--- src/rtl/matrix_keypad_scanner.sv ---
// Scans a 4x4 active-low key matrix one column at a time, debounces a single key
// and strobes its {row,col} code. Define KEYPAD_AUTOREPEAT_EN for repeat strobes while held.
module matrix_keypad_scanner #(
  parameter int DEBOUNCE_SCANS = 4,
  parameter int REPEAT_SCANS   = 64
) (
  input  logic       clk,
  input  logic       rst,
  input  logic       CE,
  input  logic [3:0] row_in,
  output logic [3:0] column,
  output logic [3:0] key_code,
  output logic       key_valid,
  output logic       key_pressed
);

  localparam logic [7:0] DB_N = 8'(DEBOUNCE_SCANS);
`ifdef KEYPAD_AUTOREPEAT_EN
  localparam logic [7:0] RP_N = 8'(REPEAT_SCANS);
`endif

  typedef enum logic [1:0] {SCAN, DEBOUNCE, HELD, RELEASE} state_t;

  state_t     state_q;
  logic [3:0] row_m_q, row_s_q;
  logic [1:0] cidx_q, ridx_q;
  logic [7:0] cnt_q;
  logic [3:0] key_code_q;
  logic       key_valid_q, key_pressed_q;

  logic [1:0] low_row;
  logic       any_down, sel_up;
  logic [7:0] cnt_inc;

  // Lowest-numbered active row wins when several keys share the column.
  always_comb begin
    low_row = 2'd3;
    if      (!row_s_q[0]) low_row = 2'd0;
    else if (!row_s_q[1]) low_row = 2'd1;
    else if (!row_s_q[2]) low_row = 2'd2;
  end

  assign any_down = ~&row_s_q;
  assign sel_up   = row_s_q[ridx_q];
  assign cnt_inc  = cnt_q + 8'd1;

  always_ff @(posedge clk) begin
    if (rst) begin
      state_q       <= SCAN;
      row_m_q       <= 4'hF;
      row_s_q       <= 4'hF;
      cidx_q        <= 2'd0;
      ridx_q        <= 2'd0;
      cnt_q         <= 8'd0;
      key_code_q    <= 4'h0;
      key_valid_q   <= 1'b0;
      key_pressed_q <= 1'b0;
    end else begin
      row_m_q     <= row_in;
      row_s_q     <= row_m_q;
      key_valid_q <= 1'b0;
      if (CE) begin
        unique case (state_q)
          SCAN: begin
            if (any_down) begin
              ridx_q  <= low_row;
              cnt_q   <= 8'd0;
              state_q <= DEBOUNCE;
            end else begin
              cidx_q <= cidx_q + 2'd1;
            end
          end
          DEBOUNCE: begin
            if (!sel_up) begin
              if (cnt_inc == DB_N) begin
                key_code_q    <= {ridx_q, cidx_q};
                key_valid_q   <= 1'b1;
                key_pressed_q <= 1'b1;
                cnt_q         <= 8'd0;
                state_q       <= HELD;
              end else begin
                cnt_q <= cnt_inc;
              end
            end else begin
              // Bounce: give up on this column and keep scanning.
              cidx_q  <= cidx_q + 2'd1;
              state_q <= SCAN;
            end
          end
          HELD: begin
            if (sel_up) begin
              cnt_q   <= 8'd1;
              state_q <= RELEASE;
            end
`ifdef KEYPAD_AUTOREPEAT_EN
            else if (cnt_inc == RP_N) begin
              key_valid_q <= 1'b1;
              cnt_q       <= 8'd0;
            end else begin
              cnt_q <= cnt_inc;
            end
`endif
          end
          RELEASE: begin
            if (sel_up) begin
              cnt_q <= cnt_inc;
              // >= also covers DEBOUNCE_SCANS == 1, where cnt already sits at the limit.
              if (cnt_inc >= DB_N) begin
                key_pressed_q <= 1'b0;
                cidx_q        <= cidx_q + 2'd1;
                state_q       <= SCAN;
              end
            end else begin
              cnt_q   <= 8'd0;
              state_q <= HELD;
            end
          end
        endcase
      end
    end
  end

  assign column      = ~(4'b0001 << cidx_q);
  assign key_code    = key_code_q;
  assign key_valid   = key_valid_q;
  assign key_pressed = key_pressed_q;

endmodule

--- config.mk ---
export PLATFORM = sky130hd
export DESIGN_NAME = matrix_keypad_scanner
export DESIGN_NICKNAME = d
export VERILOG_FILES = /design/src/rtl/matrix_keypad_scanner.sv
export SDC_FILE = /design/constraint.sdc
export NUM_CORES = 1
export LEC_CHECK = 0
export CAP_MARGIN = 0
export CORE_MARGIN = 2
export CORE_UTILIZATION = 25
export DETAILED_ROUTE_END_ITERATION = 12
export GPL_ROUTABILITY_DRIVEN = 0
export SYNTH_ARGS = -nofsm -noshare
export SYNTH_HDL_FRONTEND = slang
export SYNTH_SLANG_ARGS = --single-unit
export TNS_END_PERCENT = 50
--- constraint.sdc ---
create_clock -name clk -period 2.7 [get_ports clk]
set_clock_uncertainty 0.1 [all_clocks]
set_input_delay 0.54 -clock clk [delete_from_list [all_inputs] [get_ports clk]]
set_output_delay 0.54 -clock clk [all_outputs]
set_load 0.02 [all_outputs]
; ---- Yosys cells after proc, flatten, opt, wreduce, memory -nomap -nowiden
; Cells that the tools add are included.
[op_classes]
add_sub_neg = 2
order_cmp = 2
eq_ne = 14
shift = 1
mux = 29
bitwise_logic = 5
n_reduce_logical = 11
[op_table]
columns = operator, count
row1 = $mux 8, 5
row2 = $pmux 8 s4, 1
row3 = $mux 2, 12
row4 = $ne 2x2->1 const B, 8
row5 = $reduce_and 4->1, 3
row6 = $reduce_and 6->1, 2
row7 = $add 8x1->8 const B, 1
row8 = $eq 8x3->1 const B, 1
row9 = $ge 8x3->1 const B, 1
row10 = $pmux 2 s4, 1
row11 = $mux 1, 7
row12 = $ne 3x3->1 const B, 2
row13 = $pmux 2 s3, 1
row14 = $reduce_and 5->1, 1
row15 = $eq 2x2->1 const B, 2
row16 = $not 1->1, 4
row17 = $not 4->4, 1
row18 = $reduce_or 4->1, 1
row19 = $shl 1x2->4 const A, 1
row20 = $lt 2x3->1 const B, 1
row21 = $reduce_and 3->1, 1
row22 = $reduce_bool 3->1, 1
row23 = $add 2x1->2 const B, 1
row24 = $bmux 1 s2, 1
row25 = other kinds (4), 4
[totals]
regBits = 28
in_bits = 7
output_inout_bits = 10
word_cells = 73

; ---- Longest topological paths before layout
; Gate-level depths: netlist of run 1.
[depth]
ltp_word = 5
mapped_depth = 8

; ---- Least setup slack after synthesis of run 1
; Ideal clock, no wire load.
[synth_timing]
kind = reg2reg
start = register ridx_q[0]
end = register cnt_q[4]
setup_time_ps = 70
t_arrival_ps = 2020
required_time_ps = 2530
slack_ps = 509
stages_incl_launch_ff = 6
period_less_slack_ps = 2191
cell_sequence = dfxtp_1 > mux4_2 > o211a_2 > or3_4 > or4b_1 > a21oi_1
[synth_via]
elab_chain_len = 4
word_cells_on_any_way = 7
cone_classes = 2 x eq/ne / 4 x mux / 1 x reduce/logical
[synth_rtl]
columns = element, line
row1 = from (decl), 26  ; logic [1:0] cidx_q, ridx_q;
row2 = from (signal assigned), 66  ; ridx_q <= low_row;
row3 = $bmux 1 s2 (*), 44  ; assign sel_up = row_s_q[ridx_q];
row4 = $mux 1 (not written as such) (*), 44
row5 = $mux 8 or $ne 2x2->1 (tied branches), --
row6 = $pmux 8 s4 or $reduce_and 4->1 (tied branches), --
row7 = to (signal assigned), 82  ; cnt_q <= cnt_inc;
row8 = to (signal assigned), 106  ; cnt_q <= cnt_inc;
row9 = to (decl), 27  ; logic [7:0] cnt_q;
; Mark *: on every way between the ends. The rest lies on a longest branch, timed or not. The select of a mux whose other input is x is not followed.
; A chain may end at the register's enable or synchronous reset.

; ---- Worst setup path after layout of run 1
; Ends and elaborated chain as after synthesis.

==> run summary, run 1 <==
# diodes -> 0
DR vias -> 1,362
CP Cell Sequence -> mux4_2, o211a_2, or3_4, or4b_1, a21oi_1
Data arrival, critical path -> 2.43 ns
CP delay by family, top -> simple AND/OR/NAND/NOR gates
sequential cell area -> 561 µm²
syn nets -> 190
Int Pwr -> 682 µW
filler instances -> 650
Clk pin slew, worst setup/hold paths -> 0.10 ns
met3 GRT Util -> 2.56%
Final Hold Violating Endpoints -> 0
drt first pass iters -> 4
CTS Hold Bufs -> 0
Synth area leader -> dfxtp_1
slew of the pin with the lowest slew margin -> 0.456 ns
initial antenna violation count -> 0
DRC errors left -> 0
Max Fclk -> 0.434 GHz
die width -> 81.0 µm
final-stage net count -> 207
RSZ-0062 raised after global routing -> false
TNS Setup -> 0 ns
slowest CP cell -> mux4_2
switching share of power -> 23.3%
clock group share of total power -> 37.4%
Reg power frac -> 49.7%
grt ovf -> 0
M1 GR Usage -> 13.9%
worst hold path type -> reg -> reg
startpoint types -> register
buffers added on ports -> 16
H-tree Lvls -> 1
Period Utilization, post-route -> 85.4%
CP Max Fanout -> 6
Initial Util -> 25.5%
area grow syn2layout -> 22.5%
crit end category -> register
full die area -> 0.00657 mm²
TritonCTS clock tree -> yes
die height -> 81.0 µm
slew margin rel. -> 69.4%
count of state elements after synthesis -> 28
met2 Track Usage GR -> 19.4%
Mapped Area -> 0.00148 mm²
maxcap violations -> 0
max incr delay on CP -> 0.52 ns
Clock Root Buffer -> clkbuf_8
clock sink count -> 28
global-route wire length before repair -> 5.88 mm
Final min period -> 2.31 ns
Inserted Clock Buffers -> 3
clk_lat worst skew -> 0.28 ns
share of cells above drive strength 1 -> 13.0%
NetSw -> 208 µW
CTS max path bufs -> 2
ranking of synthesized cells by area -> dfxtp_1 38%, ha_1 5.1%, a21oi_1 4.4%, or2_2 4.2%, nand2_1 3.3%
Syn Inst Count -> 177
status -> finished, final reports clean
Detailed Place HPWL -> 2.40 mm
total routed wirelength -> 3.30 mm
post-synthesis sequential area ratio -> 37.8%
top cell type's share of synthesized area -> 37.8%
largest net degree at the start of global routing -> 17
P per Cell Area -> 489 mW/mm²
total power -> 890 µW
global routing's busiest layer -> met2
Core ar. -> 0.00582 mm²
library cells used by synthesis -> 42
crit path kind -> reg -> reg
max-slew violations -> 0
WP buf/inv -> 0
Via density -> 5.08
num ports -> 17
1st-iter DRT viols -> 67
P_leak -> 0.000633 µW
final setup vio count -> 0
total global-route track usage -> 11.3%
Post-CTS Setup Inserts -> 0
Worst Path Required -> 2.82 ns
Avg Inst Size Synth -> 8.38 µm²
vias in the first global route -> 1,274
ANT nets after route -> 0
Wirelength per Cell -> 12.3 µm
Gate power share -> 12.9%
# resized after CTS -> 0
multi-input logic area -> 842 µm²
row count -> 28
yosys warns -> 0
Worst VDD drop -> 224 µV
## power groups by stage
stage,Clock (µW),Combinational [µW],Sequential (µW)
after detailed placement,0,115,452
after CTS,344,116,443
after global routing,367,131,445
after floorplan,0,80.4,445
final,332,115,442
after global placement,0,114,451
## state kept, by name, indices dropped and copies added, names as in the netlist, named ones only
name and count:
key_pressed 1, state_q 1, ridx_q 2, row_m_q 4, cidx_q 2, key_valid 1
cnt_q 8, key_code 4, row_s_q 4
## final timing paths
kind / depth (start not counted) / start / end / slack [ns]
worst max-delay path: 5 / ridx_q[0] / cnt_q[4] / 0.39
worst min-delay path: 1 / row_m_q[1] / row_s_q[1] / 0.31
worst max register to register: 5 / ridx_q[0] / cnt_q[4] / 0.39
worst min register to register: 1 / row_m_q[1] / row_s_q[1] / 0.31
## cell families (layout without fill, tap and decap cells)
kind of cell | count (synthesis) | in the layout | synth area share, %
simple gates | 69 | 69 | 25.3
buf+inv | 21 | 37 | 5.48
compound gates | 49 | 49 | 23.1
mux | 1 | 1 | 1.52
xor+xnor | 3 | 3 | 1.77
flops | 28 | 28 | 37.8
fa+ha+maj | 6 | 6 | 5.06
## placed cells by master, fill, tap and decap left out, types with 2 or more instances in the layout
cell type,netlist,routed
nor3_1,5,5
nand3_1,9,9
o2111ai_1,3,3
a221oi_1,2,2
o211ai_1,2,2
clkdlybuf4s50_1,0,16
inv_1,10,10
and3_1,2,2
clkbuf_8,0,3
a41oi_1,2,2
nand4_1,2,2
ha_1,6,6
xnor2_1,3,3
a2111o_1,2,2
o21a_1,2,2
buf_4,0,7
a311oi_1,3,3
o21ai_0,9,9
or2_2,10,10
nor2_1,12,12
or3_1,2,2
nor2b_1,2,2
nand2_1,13,13
and4_1,3,3
dfxtp_1,28,28
and2_1,2,2
a32oi_1,2,2
a31oi_1,3,3
a21oi_1,13,13
## through the flow
| step | hold WS [ns] | worst slack (ns) | instances | area [µm²] | utilization, % |
|---|---|---|---|---|---|
| after floorplan | 0.289 | 0.509 | 177 | 1480 | - |
| final | 0.314 | 0.393 | 268 | 1820 | 31.3 |
| after global placement | 0.291 | 0.284 | 264 | 1750 | 30.0 |
| after detailed placement | 0.292 | 0.250 | 264 | 1750 | 30.0 |
| after CTS | 0.316 | 0.367 | 268 | 1820 | 31.3 |
| after global routing | 0.330 | 0.282 | 268 | 1820 | 31.3 |
## area by class of cell
class	instances	share of cell area, %
clock inverters	1	1.65
well taps	75	5.16
clock buffers	3	2.27
repair buffers	23	11.7
multi-input cells	128	46.3
inverters	10	2.06
flip-flops and latches	28	30.8
## synthesized netlist by cell type
master and n:
a2111o_1 2, a21oi_1 13, a221oi_1 2, or4_1 1
or3_4 1, a211o_1 1, nand3_1 9, nand3b_1 1
nor2b_1 2, dfxtp_1 28, o21ai_0 9, mux4_2 1
nand4_1 2, and3_1 2, a221o_1 1, clkbuf_1 9
buf_2 2, or3_1 2, or2_2 10, o2111ai_1 3
a32oi_1 2, and2_1 2, a22o_1 1, ha_1 6
o211a_2 1, a311oi_1 3, o21a_1 2, xnor2_1 3
nand4b_1 1, a41oi_1 2, a311o_1 1, or4b_1 1
nor3_1 5, nand2b_1 1, a31oi_1 3, or3b_2 1
nand2_1 13, nor2_1 12, o211ai_1 2, inv_1 10
o32ai_1 1, and4_1 3
## routing by layer
metal  routed length [µm]  share of wire, %
met1                 1460                44
met2                 1640                50
met3                  134               4.1
met4                   60               1.8
met5                    0                 0
(Power assumes the default switching activity.)
==> inputs of run 2 (changes only) <==
--- a/config.mk
+++ b/config.mk
@@ -6,10 +6,12 @@
 export NUM_CORES = 1
 export LEC_CHECK = 0
 export CAP_MARGIN = 0
+export CORE_ASPECT_RATIO = 0.9
 export CORE_MARGIN = 2
-export CORE_UTILIZATION = 25
+export CORE_UTILIZATION = 45
 export DETAILED_ROUTE_END_ITERATION = 12
 export GPL_ROUTABILITY_DRIVEN = 0
+export PLACE_DENSITY = 0.66
 export SYNTH_ARGS = -nofsm -noshare
 export SYNTH_HDL_FRONTEND = slang
 export SYNTH_SLANG_ARGS = --single-unit
==> run 2 against run 1 <==
Effect of this change:
- routed wire length rose by 0.36%
- worst hold slack improved by 0.013 ns
- critical endpoint unchanged
- non-clock buffer count is 1 lower
- final cell count down 13%
- critical path type unchanged
- flip-flop and latch count unchanged
- clock-buffer cell count unchanged
- first-iteration DRC count increased by 43%
- critical path depth did not move
==> run summary, run 2 (same netlist as run 1, synthesis figures left out) <==
Inserted Clock Buffers -> 3 (unchanged)
Clk pin slew, worst setup/hold paths -> 0.15 ns (+0.05 ns)
grt ovf -> 0 (unchanged)
Via density -> 5.78 (+14%)
Core ar. -> 0.00309 mm² (-47%)
Period Utilization, post-route -> 93.0% (+7.6 points)
worst hold path type -> reg -> reg
Wirelength per Cell -> 14.2 µm (+15%)
clk_lat worst skew -> 0.33 ns (+0.05 ns)
Final Hold Violating Endpoints -> 0 (unchanged)
max reg flops -> 8 (unchanged)
crit path kind -> reg -> reg
drt first pass iters -> 4 (unchanged)
filler instances -> 295 (-55%)
Clock Root Buffer -> clkbuf_4
P per Cell Area -> 476 mW/mm² (-2.7%)
Data arrival, critical path -> 2.68 ns (+0.25 ns)
row count -> 19 (-32%)
final setup vio count -> 0 (unchanged)
1st-iter DRT viols -> 96 (+43%)
Final min period -> 2.51 ns (+0.205 ns)
CTS Hold Bufs -> 0 (unchanged)
post-placement worst setup slack -> 0.189 ns (-0.0609 ns)
DRC errors left -> 0 (unchanged)
vias in the first global route -> 1,209 (-5.1%)
Post-CTS Setup Inserts -> 0 (unchanged)
die height -> 58.5 µm (-28%)
# placed instances -> 230 (-13%)
slew of the pin with the lowest slew margin -> 0.554 ns (+0.0980 ns)
Worst Reg-to-Reg Cells -> 5 (unchanged)
status -> finished, final reports clean
Hold Path Cell Cnt -> 1 (unchanged)
slew margin rel. -> 63.0% (-6.4 points)
sequential cell area -> 561 µm² (unchanged)
full die area -> 0.00377 mm² (-43%)
Worst VDD drop -> 342 µV (+53%)
commonest non-fill, non-tap cell in the layout -> dfxtp_1
CP Max Fanout -> 11 (+5)
initial antenna violation count -> 0 (unchanged)
# diodes -> 0 (unchanged)
total routed wirelength -> 3.31 mm (+0.36%)
clock sink count -> 28 (unchanged)
largest net degree at the start of global routing -> 19 (+2)
# resized after CTS -> 0 (unchanged)
final cell count without fillers -> 234 (-13%)
TNS Setup -> 0 ns (unchanged)
P_leak -> 0.000622 µW (-1.8%)
CTS max path bufs -> 2 (unchanged)
largest reg by FF count -> cnt_q
die width -> 64.5 µm (-20%)
num ports -> 17 (unchanged)
Initial Util -> 48.0% (+22 points)
RSZ-0062 raised after global routing -> false
total global-route track usage -> 19.4% (+8.1 points)
H-tree Lvls -> 1 (unchanged)
commonest non-fill, non-tap cells in the layout -> 28 x dfxtp_1, 16 x clkdlybuf4s50_1, 13 x a21oi_1, 13 x nand2_1, 12 x nor2_1
share of cells above drive strength 1 -> 12.5% (-0.45 points)
Final Worst Setup Slack -> 0.188 ns (-0.205 ns)
buffers added on ports -> 16 (unchanged)
Worst Hold Path EP -> row_s_q[2]
maxcap violations -> 0 (unchanged)
worst r2r src -> ridx_q[0]
Detailed Place HPWL -> 2.43 mm (+1.4%)
multi-input logic area -> 842 µm² (unchanged)
startpoint types -> register
max-slew violations -> 0 (unchanged)
reg-to-reg endpoint -> cnt_q[4]
global-route wire length before repair -> 5.63 mm (-4.2%)
area grow syn2layout -> 18.0%
final-stage net count -> 206 (-0.48%)
Max Fclk -> 0.398 GHz (-8.2%)
DR vias -> 1,352 (-0.73%)
crit end category -> register
Worst Path Required -> 2.87 ns (+0.05 ns)
Worst R2R Setup Slack -> 0.19 ns (-0.21 ns)
TritonCTS clock tree -> yes
min-delay src -> row_m_q[2]
ANT nets after route -> 0 (unchanged)
==> run 2: cell count changes in the layout (fill, tap and decap cells not counted), sizes merged <==
| cell | previous run | this run |
|---|---|---|
| buf | 7 | 6 |
==> run 2: worst max path at each step <==
stage / from / end / slack (ns) / depth (start not counted)
6_report: ridx_q[0] / cnt_q[4] / 0.19 / 5
3_5_place_dp: CE / cnt_q[4] / 0.19 / 5
4_1_cts: ridx_q[0] / cnt_q[4] / 0.17 / 5
2_1_floorplan: ridx_q[0] / cnt_q[4] / 0.51 / 5
3_3_place_gp: CE / cnt_q[4] / 0.26 / 5
5_1_grt: ridx_q[0] / cnt_q[4] / 0.06 / 5
==> run 2: layer usage <==
layer  routed length, µm  global-route usage [%]
met2                1540                    31.8
met5                   0                       0
met4                  44                    7.29
met3                 191                    4.40
met1                1530                    25.3
==> run 2: report_power, final <==
part / internal, µW / switching [µW] / total (µW) / leakage, µW
registers: 427 / 17.8 / 445 / 0.000228
clock network: 150 / 124 / 274 / 0.0000279
logic: 55.3 / 58.9 / 114 / 0.000366
==> run 2: cell type report <==
cell class                      instances  area share [%]
Timing Repair Buffer                   22            11.7
Inverter                               10            2.14
Clock buffer                            3            1.29
Clock inverter                          1            1.72
Sequential cell                        28            32.0
Multi-Input combinational cell        128            48.1
Tap cell                               42            3.00
==> run 2: through the flow <==
stage	total power (µW)	util (%)	cell area, µm²	hold WS [ns]
final	833	56.6	1750	0.326
after global routing	881	56.6	1750	0.347
after CTS	844	56.6	1750	0.329
after detailed placement	568	54.9	1700	0.293
after global placement	561	54.9	1700	0.294
after floorplan	525	-	1480	0.289
==> run 2: critical path: stages, from the launching register on <==
cell     delay [ns]
dfxtp_1        0.43
mux4_2         0.64
o211a_2        0.21
or3_4          0.41
or4b_1         0.51
a21oi_1        0.15
==> inputs of run 3 (changes only) <==
--- a/config.mk
+++ b/config.mk
@@ -11,7 +11,9 @@
 export CORE_UTILIZATION = 45
 export DETAILED_ROUTE_END_ITERATION = 12
 export GPL_ROUTABILITY_DRIVEN = 0
+export HOLD_SLACK_MARGIN = 0.03
 export PLACE_DENSITY = 0.66
+export SETUP_SLACK_MARGIN = 0.2
 export SYNTH_ARGS = -nofsm -noshare
 export SYNTH_HDL_FRONTEND = slang
 export SYNTH_SLANG_ARGS = --single-unit
==> run 3 against run 2 <==
Effect of this change:
- register-to-register slack better by 0.12 ns
- die area unchanged
- combinational power about the same
- cell area up 0.50%
- maximum frequency up 4.7%
- worst setup slack better by 0.11 ns
- sequential share of layout area down 0.16 points
- sequential power about the same
- clock power about the same
- global-route usage about the same
- clock-buffer cell count unchanged
- critical endpoint is now column[2]
- largest cell class unchanged
- largest power group unchanged
==> run summary, run 3 (same netlist as run 1, synthesis figures left out) <==
crit end category -> primary output
vias in the first global route -> 1,231 (+1.8%)
clock group share of total power -> 32.8% (about the same)
initial antenna violation count -> 0 (unchanged)
buffers added on ports -> 16 (unchanged)
Gate power share -> 13.9% (+0.2 points)
P per Cell Area -> 475 mW/mm² (-0.27%)
crit path kind -> reg -> out
P_leak -> 0.000627 µW (+0.83%)
final setup vio count -> 0 (unchanged)
CTS max path bufs -> 2 (unchanged)
H-tree Lvls -> 1 (unchanged)
Clk pin slew, worst setup/hold paths -> 0.14 ns (about the same)
filler instances -> 296 (+0.34%)
DRC errors left -> 0 (unchanged)
row count -> 19 (unchanged)
Max Fclk -> 0.417 GHz (+4.7%)
num ports -> 17 (unchanged)
Final min period -> 2.40 ns (-0.113 ns)
worst r2r src -> ridx_q[0]
min-delay src -> row_m_q[2]
area grow syn2layout -> 18.5%
commonest non-fill, non-tap cell in the layout -> dfxtp_1
sequential cell area -> 561 µm² (unchanged)
clk_lat worst skew -> 0.33 ns (about the same)
NetSw -> 201 µW (+0.18%)
largest reg by FF count -> cnt_q
RSZ-0062 raised after global routing -> true
Int Pwr -> 634 µW (+0.24%)
share of cells above drive strength 1 -> 13.5% (+0.97 points)
post-placement worst setup slack -> 0.189 ns (unchanged)
slew margin rel. -> 62.5% (-0.49 points)
TritonCTS clock tree -> yes
Data arrival, critical path -> 1.76 ns (-0.92 ns)
total routed wirelength -> 3.32 mm (+0.24%)
full die area -> 0.00377 mm² (unchanged)
# diodes -> 0 (unchanged)
Final Hold Violating Endpoints -> 0 (unchanged)
Worst Reg-to-Reg Cells -> 5 (unchanged)
reg-to-reg endpoint -> cnt_q[4]
CTS Hold Bufs -> 0 (unchanged)
startpoint types -> register
Via density -> 5.84 (+1.1%)
worst hold path type -> reg -> reg
ANT nets after route -> 0 (unchanged)
die height -> 58.5 µm (unchanged)
Worst VDD drop -> 341 µV (-0.12%)
Wirelength per Cell -> 14.1 µm (-0.19%)
Hold Path Cell Cnt -> 1 (unchanged)
max reg flops -> 8 (unchanged)
maxcap violations -> 0 (unchanged)
drt first pass iters -> 4 (unchanged)
max-slew violations -> 0 (unchanged)
Worst Hold Path EP -> row_s_q[2]
die width -> 64.5 µm (unchanged)
Post-Route Utilization -> 56.9% (+0.28 points)
1st-iter DRT viols -> 75 (-22%)
largest net degree at the start of global routing -> 19 (unchanged)
final-stage net count -> 207 (+0.49%)
Reg power frac -> 53.3% (about the same)
DR vias -> 1,373 (+1.6%)
Core ar. -> 0.00309 mm² (unchanged)
TNS Setup -> 0 ns (unchanged)
total global-route track usage -> 19.4% (-0.041 points)
Worst R2R Setup Slack -> 0.31 ns (+0.12 ns)
status -> finished, final reports clean
Inserted Clock Buffers -> 3 (unchanged)
Final Worst Setup Slack -> 0.301 ns (+0.113 ns)
Detailed Place HPWL -> 2.43 mm (unchanged)
switching share of power -> 24.1% (about the same)
Clock Root Buffer -> clkbuf_4
Worst Path Required -> 2.06 ns (-0.81 ns)
CP Max Fanout -> 6 (-5)
slew of the pin with the lowest slew margin -> 0.561 ns (+0.00729 ns)
grt ovf -> 0 (unchanged)
Initial Util -> 48.0% (unchanged)
multi-input logic area -> 843 µm² (+0.15%)
Period Utilization, post-route -> 88.8% (-4.2 points)
global-route wire length before repair -> 5.64 mm (+0.12%)
clock sink count -> 28 (unchanged)
commonest non-fill, non-tap cells in the layout -> 28 x dfxtp_1, 16 x clkdlybuf4s50_1, 13 x a21oi_1, 13 x nand2_1, 12 x nor2_1
worst hold margin -> 0.326 ns (-0.000113 ns)
==> run 3: power by group through the flow <==
stage	combinational (µW)	sequential, µW	clock [µW]
detailed placement	114	454	0
global placement	109	451	0
finish	116	445	274
floorplan	80.4	445	0
global route	130	447	305
CTS	117	445	284
==> run 3: what timing repair did <==
action                                  in CTS  in global routing
buffers inserted                             1                  0
endpoints found under the setup margin       1                  3
gates resized for setup                      0                  1
==> run 3: routing by layer <==
metal  wire (µm)  track usage [%]  vias to the layer above
met5           0                0                        -
met4          42             8.81                        0
met3         199             4.02                        4
met2        1560             31.4                       43
met1        1520             25.2                      645
li1            -                -                      681
==> run 3: per-stage QoR <==
step | instance area [µm²] | total power, µW | instances
after floorplan | 1480 | 525 | 177
after global placement | 1700 | 561 | 230
after detailed placement | 1700 | 568 | 230
after CTS | 1760 | 846 | 235
after global routing | 1760 | 882 | 235
final | 1760 | 835 | 235
==> run 3: worst max path at each step <==
stage	start	endpoint	slack (ns)
2_1_floorplan	ridx_q[0]	cnt_q[4]	0.51
3_3_place_gp	CE	cnt_q[4]	0.26
3_5_place_dp	CE	cnt_q[4]	0.19
4_1_cts	cidx_q[0]	column[2]	0.28
5_1_grt	cidx_q[0]	column[0]	0.18
6_report	cidx_q[0]	column[2]	0.30
==> run 3: cell type report <==
type	count	share of cell area, %
clock buffers	3	1.28
repair buffers	23	12.1
well taps	42	2.99
multi-input cells	128	47.9
flip-flops and latches	28	31.9
inverters	10	2.13
clock inverters	1	1.71
==> run 3: worst max-delay path, cell delays in order, from the launching register on <==
cell and delay (ns):
dfxtp_1 0.48, inv_1 0.10, ha_1 0.21, inv_1 0.05, clkdlybuf4s50_1 0.59
